===== src/rtl/spi_controller_pkg.sv =====
// Shared types and constants for the SPI mode-0 controller and its half-period timer.
package spi_controller_pkg;

    typedef enum logic [1:0] {IDLE, SHIFT, HOLD, RELEASE} spi_ctrl_state_t;

    localparam logic SPI_CS_ENABLED = 1'b0;
    localparam logic SPI_SCK_IDLE   = 1'b0;

    // Wide enough for any legal CLK_DIV or CS_IDLE reload value (1..255).
    localparam int unsigned TIMER_W = $clog2(255 + 1);

endpackage


===== src/rtl/spi_half_timer.sv =====
// Loadable down-counter; tc is high while the count sits at zero.
module spi_half_timer
    import spi_controller_pkg::*;
(
    input  logic               clk,
    input  logic               reset,
    input  logic               load,
    input  logic [TIMER_W-1:0] load_value,
    output logic               tc
);

    logic [TIMER_W-1:0] count;

    always_ff @(posedge clk) begin
        if (reset) begin
            count <= '0;
        end else if (load) begin
            count <= load_value;
        end else if (count != '0) begin
            count <= count - 1'b1;
        end
    end

    assign tc = (count == '0);

endmodule


===== src/rtl/spi_controller.sv =====
// SPI mode-0 initiator, MSB first: one byte per start_i, optional CS hold across bytes.
module spi_controller
    import spi_controller_pkg::*;
#(
    parameter int unsigned CLK_DIV = 4,
    parameter int unsigned CS_IDLE = 4
) (
    input  logic       clk,
    input  logic       reset_i,
    input  logic       start_i,
    input  logic [7:0] tx_byte_i,
    input  logic       cs_hold_i,
    input  logic       cs_release_i,
    output logic       ready_o,
    output logic       busy_o,
    output logic       done_o,
    output logic [7:0] rx_byte_o,
    output logic       spi_sck_o,
    output logic       spi_copi_o,
    input  logic       spi_cipo_i,
    output logic       spi_cs_n_o
);

    localparam logic [TIMER_W-1:0] HALF_RELOAD = TIMER_W'(CLK_DIV - 1);
    localparam logic [TIMER_W-1:0] IDLE_RELOAD = TIMER_W'(CS_IDLE - 1);

    spi_ctrl_state_t    state;
    logic [7:0]         tx_shift;
    logic [7:0]         rx_shift;
    logic [2:0]         bit_cnt;
    logic               hold;
    logic [1:0]         cipo_sync;
    logic               timer_load;
    logic [TIMER_W-1:0] timer_value;
    logic               half_done;

    spi_half_timer u_half_timer (
        .clk        (clk),
        .reset      (reset_i),
        .load       (timer_load),
        .load_value (timer_value),
        .tc         (half_done)
    );

    // Timer reloads on the same edges where the state machine starts a new phase.
    always_comb begin
        timer_load  = 1'b0;
        timer_value = HALF_RELOAD;
        case (state)
            IDLE, HOLD: begin
                if (start_i) begin
                    timer_load = 1'b1;
                end else if (state == HOLD && cs_release_i) begin
                    timer_load  = 1'b1;
                    timer_value = IDLE_RELOAD;
                end
            end
            SHIFT: begin
                if (half_done) begin
                    timer_load = 1'b1;
                    if (spi_sck_o && bit_cnt == 3'd0) begin
                        timer_value = IDLE_RELOAD;
                    end
                end
            end
            default: ;
        endcase
    end

    always_ff @(posedge clk) begin
        cipo_sync <= {cipo_sync[0], spi_cipo_i};
        done_o    <= 1'b0;
        if (reset_i) begin
            state      <= IDLE;
            spi_sck_o  <= SPI_SCK_IDLE;
            spi_cs_n_o <= ~SPI_CS_ENABLED;
            spi_copi_o <= 1'b0;
            ready_o    <= 1'b1;
            busy_o     <= 1'b0;
            rx_byte_o  <= '0;
            tx_shift   <= '0;
            rx_shift   <= '0;
            bit_cnt    <= '0;
            hold       <= 1'b0;
        end else begin
            case (state)
                IDLE, HOLD: begin
                    if (start_i) begin
                        state      <= SHIFT;
                        spi_cs_n_o <= SPI_CS_ENABLED;
                        spi_sck_o  <= SPI_SCK_IDLE;
                        spi_copi_o <= tx_byte_i[7];
                        tx_shift   <= {tx_byte_i[6:0], 1'b0};
                        hold       <= cs_hold_i;
                        bit_cnt    <= 3'd7;
                        ready_o    <= 1'b0;
                        busy_o     <= 1'b1;
                    end else if (state == HOLD && cs_release_i) begin
                        state      <= RELEASE;
                        spi_cs_n_o <= ~SPI_CS_ENABLED;
                        ready_o    <= 1'b0;
                        busy_o     <= 1'b1;
                    end
                end
                SHIFT: begin
                    if (half_done) begin
                        if (!spi_sck_o) begin
                            spi_sck_o <= 1'b1;
                        end else begin
                            // Last high cycle of the bit: sample, fall, and either advance or finish.
                            spi_sck_o <= SPI_SCK_IDLE;
                            rx_shift  <= {rx_shift[6:0], cipo_sync[1]};
                            bit_cnt   <= bit_cnt - 3'd1;
                            if (bit_cnt == 3'd0) begin
                                done_o    <= 1'b1;
                                rx_byte_o <= {rx_shift[6:0], cipo_sync[1]};
                                if (hold) begin
                                    state   <= HOLD;
                                    ready_o <= 1'b1;
                                    busy_o  <= 1'b0;
                                end else begin
                                    state      <= RELEASE;
                                    spi_cs_n_o <= ~SPI_CS_ENABLED;
                                end
                            end else begin
                                spi_copi_o <= tx_shift[7];
                                tx_shift   <= {tx_shift[6:0], 1'b0};
                            end
                        end
                    end
                end
                RELEASE: begin
                    if (half_done) begin
                        state   <= IDLE;
                        ready_o <= 1'b1;
                        busy_o  <= 1'b0;
                    end
                end
                default: state <= IDLE;
            endcase
        end
    end

endmodule


===== config.mk =====
export PLATFORM = sky130hd
export DESIGN_NAME = spi_controller
export DESIGN_NICKNAME = d
export VERILOG_FILES = /design/src/rtl/spi_controller_pkg.sv /design/src/rtl/spi_half_timer.sv /design/src/rtl/spi_controller.sv
export SDC_FILE = /design/constraint.sdc
export NUM_CORES = 1
export LEC_CHECK = 0
export BUFFER_PORTS_ARGS = -buffer_cell sky130_fd_sc_hd__buf_2
export CAP_MARGIN = 20
export CORE_ASPECT_RATIO = 1.5
export CORE_MARGIN = 2
export CORE_UTILIZATION = 56
export DETAILED_ROUTE_END_ITERATION = 8
export HOLD_SLACK_MARGIN = 0.02
export PLACE_DENSITY = 0.81
export SLEW_MARGIN = 20
export SYNTH_ARGS = -nofsm -noshare
export SYNTH_HDL_FRONTEND = slang
export SYNTH_HIERARCHICAL = 1
export SYNTH_SLANG_ARGS = --single-unit
export TNS_END_PERCENT = 30

===== constraint.sdc =====
create_clock -name clk -period 2.43 [get_ports clk]
set_clock_uncertainty 0.05 [all_clocks]
set_input_delay 0.486 -clock clk [delete_from_list [all_inputs] [get_ports clk]]
set_output_delay 0.486 -clock clk [all_outputs]
set_load 0.005 [all_outputs]

Word level (Yosys, flattened, before mapping)

Cells that the tools add are included.
W data, S select, Z words.

Flip-flop bits (word level): 45
Bits of input ports: 14
Output and inout port bits: 14
Logic and storage cells: 106

Add/subtract/negate cells: 2
Equality and inequality tests: 12
Mux-type cells: 55
Bitwise gates (word level): 3
Reductions and logical operators: 19

Operators with widths:

| operator              | count |
|---|---|
| $mux W8               | 4 |
| $mux W1               | 31 |
| $mux W2               | 8 |
| $ne A2 B2 Y1 const B  | 8 |
| $pmux W8 S2           | 1 |
| $reduce_and A6 Y1     | 2 |
| $reduce_and A5 Y1     | 2 |
| $mux W3               | 3 |
| $logic_not A8 Y1      | 1 |
| $pmux W1 S2           | 4 |
| $reduce_and A4 Y1     | 2 |
| $reduce_bool A8 Y1    | 1 |
| $sub A8 B1 Y8 const B | 1 |
| $pmux W1 S3           | 2 |
| $pmux W2 S3           | 1 |
| $pmux W3 S2           | 1 |
| $reduce_and A3 Y1     | 2 |
| $eq A2 B2 Y1 const B  | 2 |
| $reduce_bool A2 Y1    | 2 |
| $reduce_or A2 Y1      | 2 |
| $reduce_or A4 Y1      | 1 |
| $logic_not A3 Y1      | 1 |
| $ne A3 B3 Y1 const B  | 1 |
| $not A1 Y1            | 3 |
| other kinds (5)       | 5 |

Longest topological paths before layout

Depth after elaboration: 6
Depth in mapped cells: 10

Modules after synthesis

The synthesis kept the hierarchy.

Modules (own cells, without submodules):

| module         | times used | cells an instance | area an instance (µm²) | seq. area each (µm²) |
|---|---|---|---|---|
| spi_controller | 1          | 167               | 1,492.7                | 720.7 |
| spi_half_timer | 1          | 53                | 475.5                  | 160.2 |

Least setup slack after synthesis

OpenSTA, ideal clock, no wires.

Kind: register to register
From: reg u_half_timer.count[3]
To: reg u_half_timer.count[0]
Arrival: 1.867 ns
Path slack: 0.384 ns
Stages on the path, launching flop included: 10
Buffers on the path: 2
Period minus slack after synthesis: 2.046 ns
Cell sequence: dfxtp_1 > nor4_4 > and4bb_1 > buf_6 > nand2_1 > o22ai_1 > clkbuf_1 > nor3_1 > nand2_1 > o211ai_2

Word-level cells in the longest chain between the ends: 4

Ends and longest elaborated chain:

| what                                                 | RTL line             | RTL |
|---|---|---|
| from (decl)                                          | spi_half_timer.sv:12 | `logic [TIMER_W-1:0] count;` |
| from (signal assigned)                               | spi_half_timer.sv:18 | `count <= load_value;` |
| from (signal assigned)                               | spi_half_timer.sv:20 | `count <= count - 1'b1;` |
| $logic_not A8 Y1 (*)                                 | spi_half_timer.sv:24 | `assign tc = (count == '0);` |
| named net half_done                                  | spi_controller.sv:35 | `logic half_done;` |
| $mux W1 (*)                                          | spi_controller.sv:59 | `if (half_done) begin` |
| $pmux W1 S2 (*)                                      | spi_controller.sv:49 | `case (state)` |
| named net timer_load                                 | spi_controller.sv:33 | `logic timer_load;` |
| $mux W2 / $reduce_bool A2 Y1 (equally long branches) | -                    |  |

The timed path passes the listed nets; every way through them passes the cells marked *.
A chain may end at the register's enable or synchronous reset.

Worst setup path in the final report

From: reg u_half_timer.count[0]
To: reg u_half_timer.count[3]

Word-level cells in the longest chain between the ends: 4

Ends and longest elaborated chain:

| what                       | RTL line |
|---|---|
| $logic_not A8 Y1           | spi_half_timer.sv:24 |
| named net half_done        | spi_controller.sv:35 |
| $mux W1                    | spi_controller.sv:59 |
| $pmux W1 S2                | spi_controller.sv:49 |
| named net timer_load       | spi_controller.sv:33 |
| $reduce_or A2 Y1 (no line) | - |

The timed path passes the listed nets, and every way through them passes these cells.

==> results summary <==
For this design the static power due to leakage is 0.935 nW. The CTS sink count came out at 44. The final layout contains routed wiring with a total length of 3600 um. The number of antenna diodes in the final layout is 0. The number of instances in the synthesized netlist came out at 220. The power density relative to cell area is 834 nW/um^2. Entering global routing, the biggest net connects 28 pins. The average instance area after synthesis came out at 8.95 um^2. The minimum setup slack among reg-to-reg paths came out at 210 ps. The HPWL after detailed placement is 2610 um. The count of yosys warnings during synthesis is 6. The count of final max-slew check failures came to 0. At the later pin of the worst-skew pair, clock insertion delay measures 300 ps. The cell sitting at the root of the clock tree is a sky130_fd_sc_hd__clkbuf_8. The worst path required time came out at 2580 ps. The run finished with clean final reports.

The final standard cell utilization of the core is 67.0%. The maximum clock frequency is 450 MHz. Setup repair after global routing left no endpoint under its margin. The flip-flop and latch count after synthesis is 44. The arrival time reported for the critical path endpoint came out at 2370 ps. The count of cells resized by post-cts repair came out at 0. The transition time of the tightest slew-check pin came out at 519 ps.

For this design, the CTS-stage hold fixing added 0 buffers. The flip-flop cell with the highest count after synthesis is sky130_fd_sc_hd__dfxtp_1. In this run the worst hold path is classified as in2reg. The via count of the first global-routing pass was 1432. The clock tree buffer depth is 2.

The number of buffers created by CTS is 5. At the end of routability-driven placement, the weighted congestion stood at 0.791. The number of nets at the end of the flow is 269.

The fraction of the cycle the final worst path needs came out at 91.5%. TritonCTS built the clock tree. The number of ports placed on the die boundary is 28. The worst setup path is captured at a register. The count of flip-flops with a built-in enable after synthesis came out at 0. Setup violations remaining at the end of the flow were counted as 0. The clock-pin slew on the worst setup and hold paths came out at 80 ps.

From bottom edge to top edge, the die measures 76.6 um. The residual overflow from global routing came out at 0. The first global-routing pass estimated 6120 um of wire. The fraction of registers with async set or reset after synthesis is 0%. The maximum fanout count along the critical path is 14. The area added between synthesis and finish is 15.3%. The detailed-route DRC error count is 0.

The die is 52.4 um wide. The count of antenna-violating nets left after detailed routing is 0. The distinct cell type count after synthesis came out at 44. STA classifies the critical path startpoint as a register. The starting DRC count in detailed routing is 25. The peak supply drop is 0.637 mV. The worst path needs 2220 ps of the cycle, external delays included. Of the synthesized area, sequential elements account for 44.8%. The critical setup path kind is reg2reg. The count of vias placed by the detailed router came out at 1558.

The initial utilization of the core area, before any placement, comes to 58.2%. The number of maximum-capacitance violations came out at 0. The total core area is 3380 um^2.

The maximum level of the CTS H-tree came out at 2. After synthesis the cells add up to 1970 um^2. During placement, the flow inserted port buffers numbering 27. The detailed-routing iteration count for the pre-antenna-repair pass came out at 4. The number of hold violations in the final report is 0.

The worst-case headroom to the max-slew limit came out at 65.4%. The global-route usage over all layers came out at 20.1%. The number of setup buffers added after CTS is 0. After floorplanning, the core was divided into 26 placement rows. The via density per instance came out at 5.28.

The wire length per cell after detailed routing came out at 12.2 um. The initial antenna violation count is 0. The aggregate negative setup slack came out at 0 ps.

The total die area is 4010 um^2. The fraction of final layout cells sized beyond drive strength 1 came out at 20.9%.
-- per-layer routing --
metal  vias up  track usage, %  share of wire (%)  wire length, um
met2        24            34.4                 53             1920
met3         7            5.69                3.5              125
met4         0            8.46                2.0               73
met1       703            22.5                 41             1470
li1        824               -                  -                -
met5         -               0                  0                0
-- worst max-delay path, cell delays in order (launching register included) --
cell	delay [ps]
sky130_fd_sc_hd__dfxtp_1	380
sky130_fd_sc_hd__inv_1	80
sky130_fd_sc_hd__ha_1	260
sky130_fd_sc_hd__and4bb_1	310
sky130_fd_sc_hd__nand2_1	140
sky130_fd_sc_hd__o22ai_1	90
sky130_fd_sc_hd__buf_4	200
sky130_fd_sc_hd__or2_2	340
sky130_fd_sc_hd__o32ai_1	290
-- where the power goes --
group          switching [W]  internal, W  leakage [nW]  total (W)
sequential         0.0000746     0.000791         0.361   0.000866
clock               0.000248     0.000336        0.0614   0.000584
combinational       0.000232     0.000210         0.513   0.000442
total               0.000554      0.00134         0.935    0.00189
-- flip-flops by register name, summed over array words and instances, names as in the netlist --
register	count
ready_o	1
u_half_timer/count	8
bit_cnt	3
tx_shift	7
done_o	1
spi_cs_n_o	1
spi_sck_o	1
busy_o	1
rx_byte_o	8
spi_copi_o	1
state	2
rx_shift	7
cipo_sync	2
hold	1
-- placed cells by master, fill, tap and decap left out, drive strengths merged, types with 3 or more instances in the layout --
master  instances
nor2           18
ha              3
a211oi         12
dfxtp          44
nand2          36
xnor2           3
o32ai           4
mux2i           7
conb            8
inv             7
nor2b           3
nand3           9
buf            34
nor3            8
o21ai           3
a21oi          20
clkbuf          6
-- cell usage after synthesis (all sizes together), types with 3 or more instances --
cell type / number / area (um^2)
nand3: 9 / 45.0
nor3: 8 / 40.0
o21ai: 3 / 26.3
a211oi: 12 / 105
mux2i: 7 / 70.1
dfxtp: 44 / 881
xnor2: 3 / 26.3
nand2: 36 / 138
nor2: 18 / 67.6
nor2b: 3 / 18.8
inv: 7 / 26.3
a21oi: 20 / 100
ha: 3 / 37.5
o32ai: 4 / 35.0
clkbuf: 7 / 26.3
buf: 8 / 70.1
-- per-stage QoR --
stage	instances	power [W]	instance area, um^2	hold slack (ps)	setup WS (ps)
final	295	0.00189	2270	233	206
after global routing	295	0.00200	2270	215	73.3
after CTS	295	0.00191	2270	229	224
after detailed placement	287	0.00133	2150	268	241
after global placement	287	0.00131	2150	263	321
after floorplan	226	0.00123	1990	260	384
-- kinds of logic after synthesis --
group,share of synthesized area [%]
AOI/OAI and AO/OA,18.7
other,0.382
xor gates and xnor gates,1.78
muxes,3.56
and+or+nand+nor,22.7
adders and majority gates,1.91
buffers and inverters,6.23
DFF,44.8
-- final timing paths --
check	startpoint	endpoint	cells after the start
hold reg to reg	cipo_sync[0]	cipo_sync[1]	0
setup reg to reg	u_half_timer/count[0]	u_half_timer/count[3]	8
hold / removal	spi_cipo_i	cipo_sync[0]	1
setup / recovery	u_half_timer/count[0]	u_half_timer/count[3]	8
-- final cells by class --
class / count / area (um^2)
flip-flops and latches: 44 / 881
well taps: 42 / 52.6
clock buffers: 6 / 82.6
fillers: 297 / 1110
repair buffers: 34 / 200
inverters: 7 / 26.3
multi-input cells: 160 / 987
clock inverters: 2 / 38.8
Power figures use the tool's default switching activity.
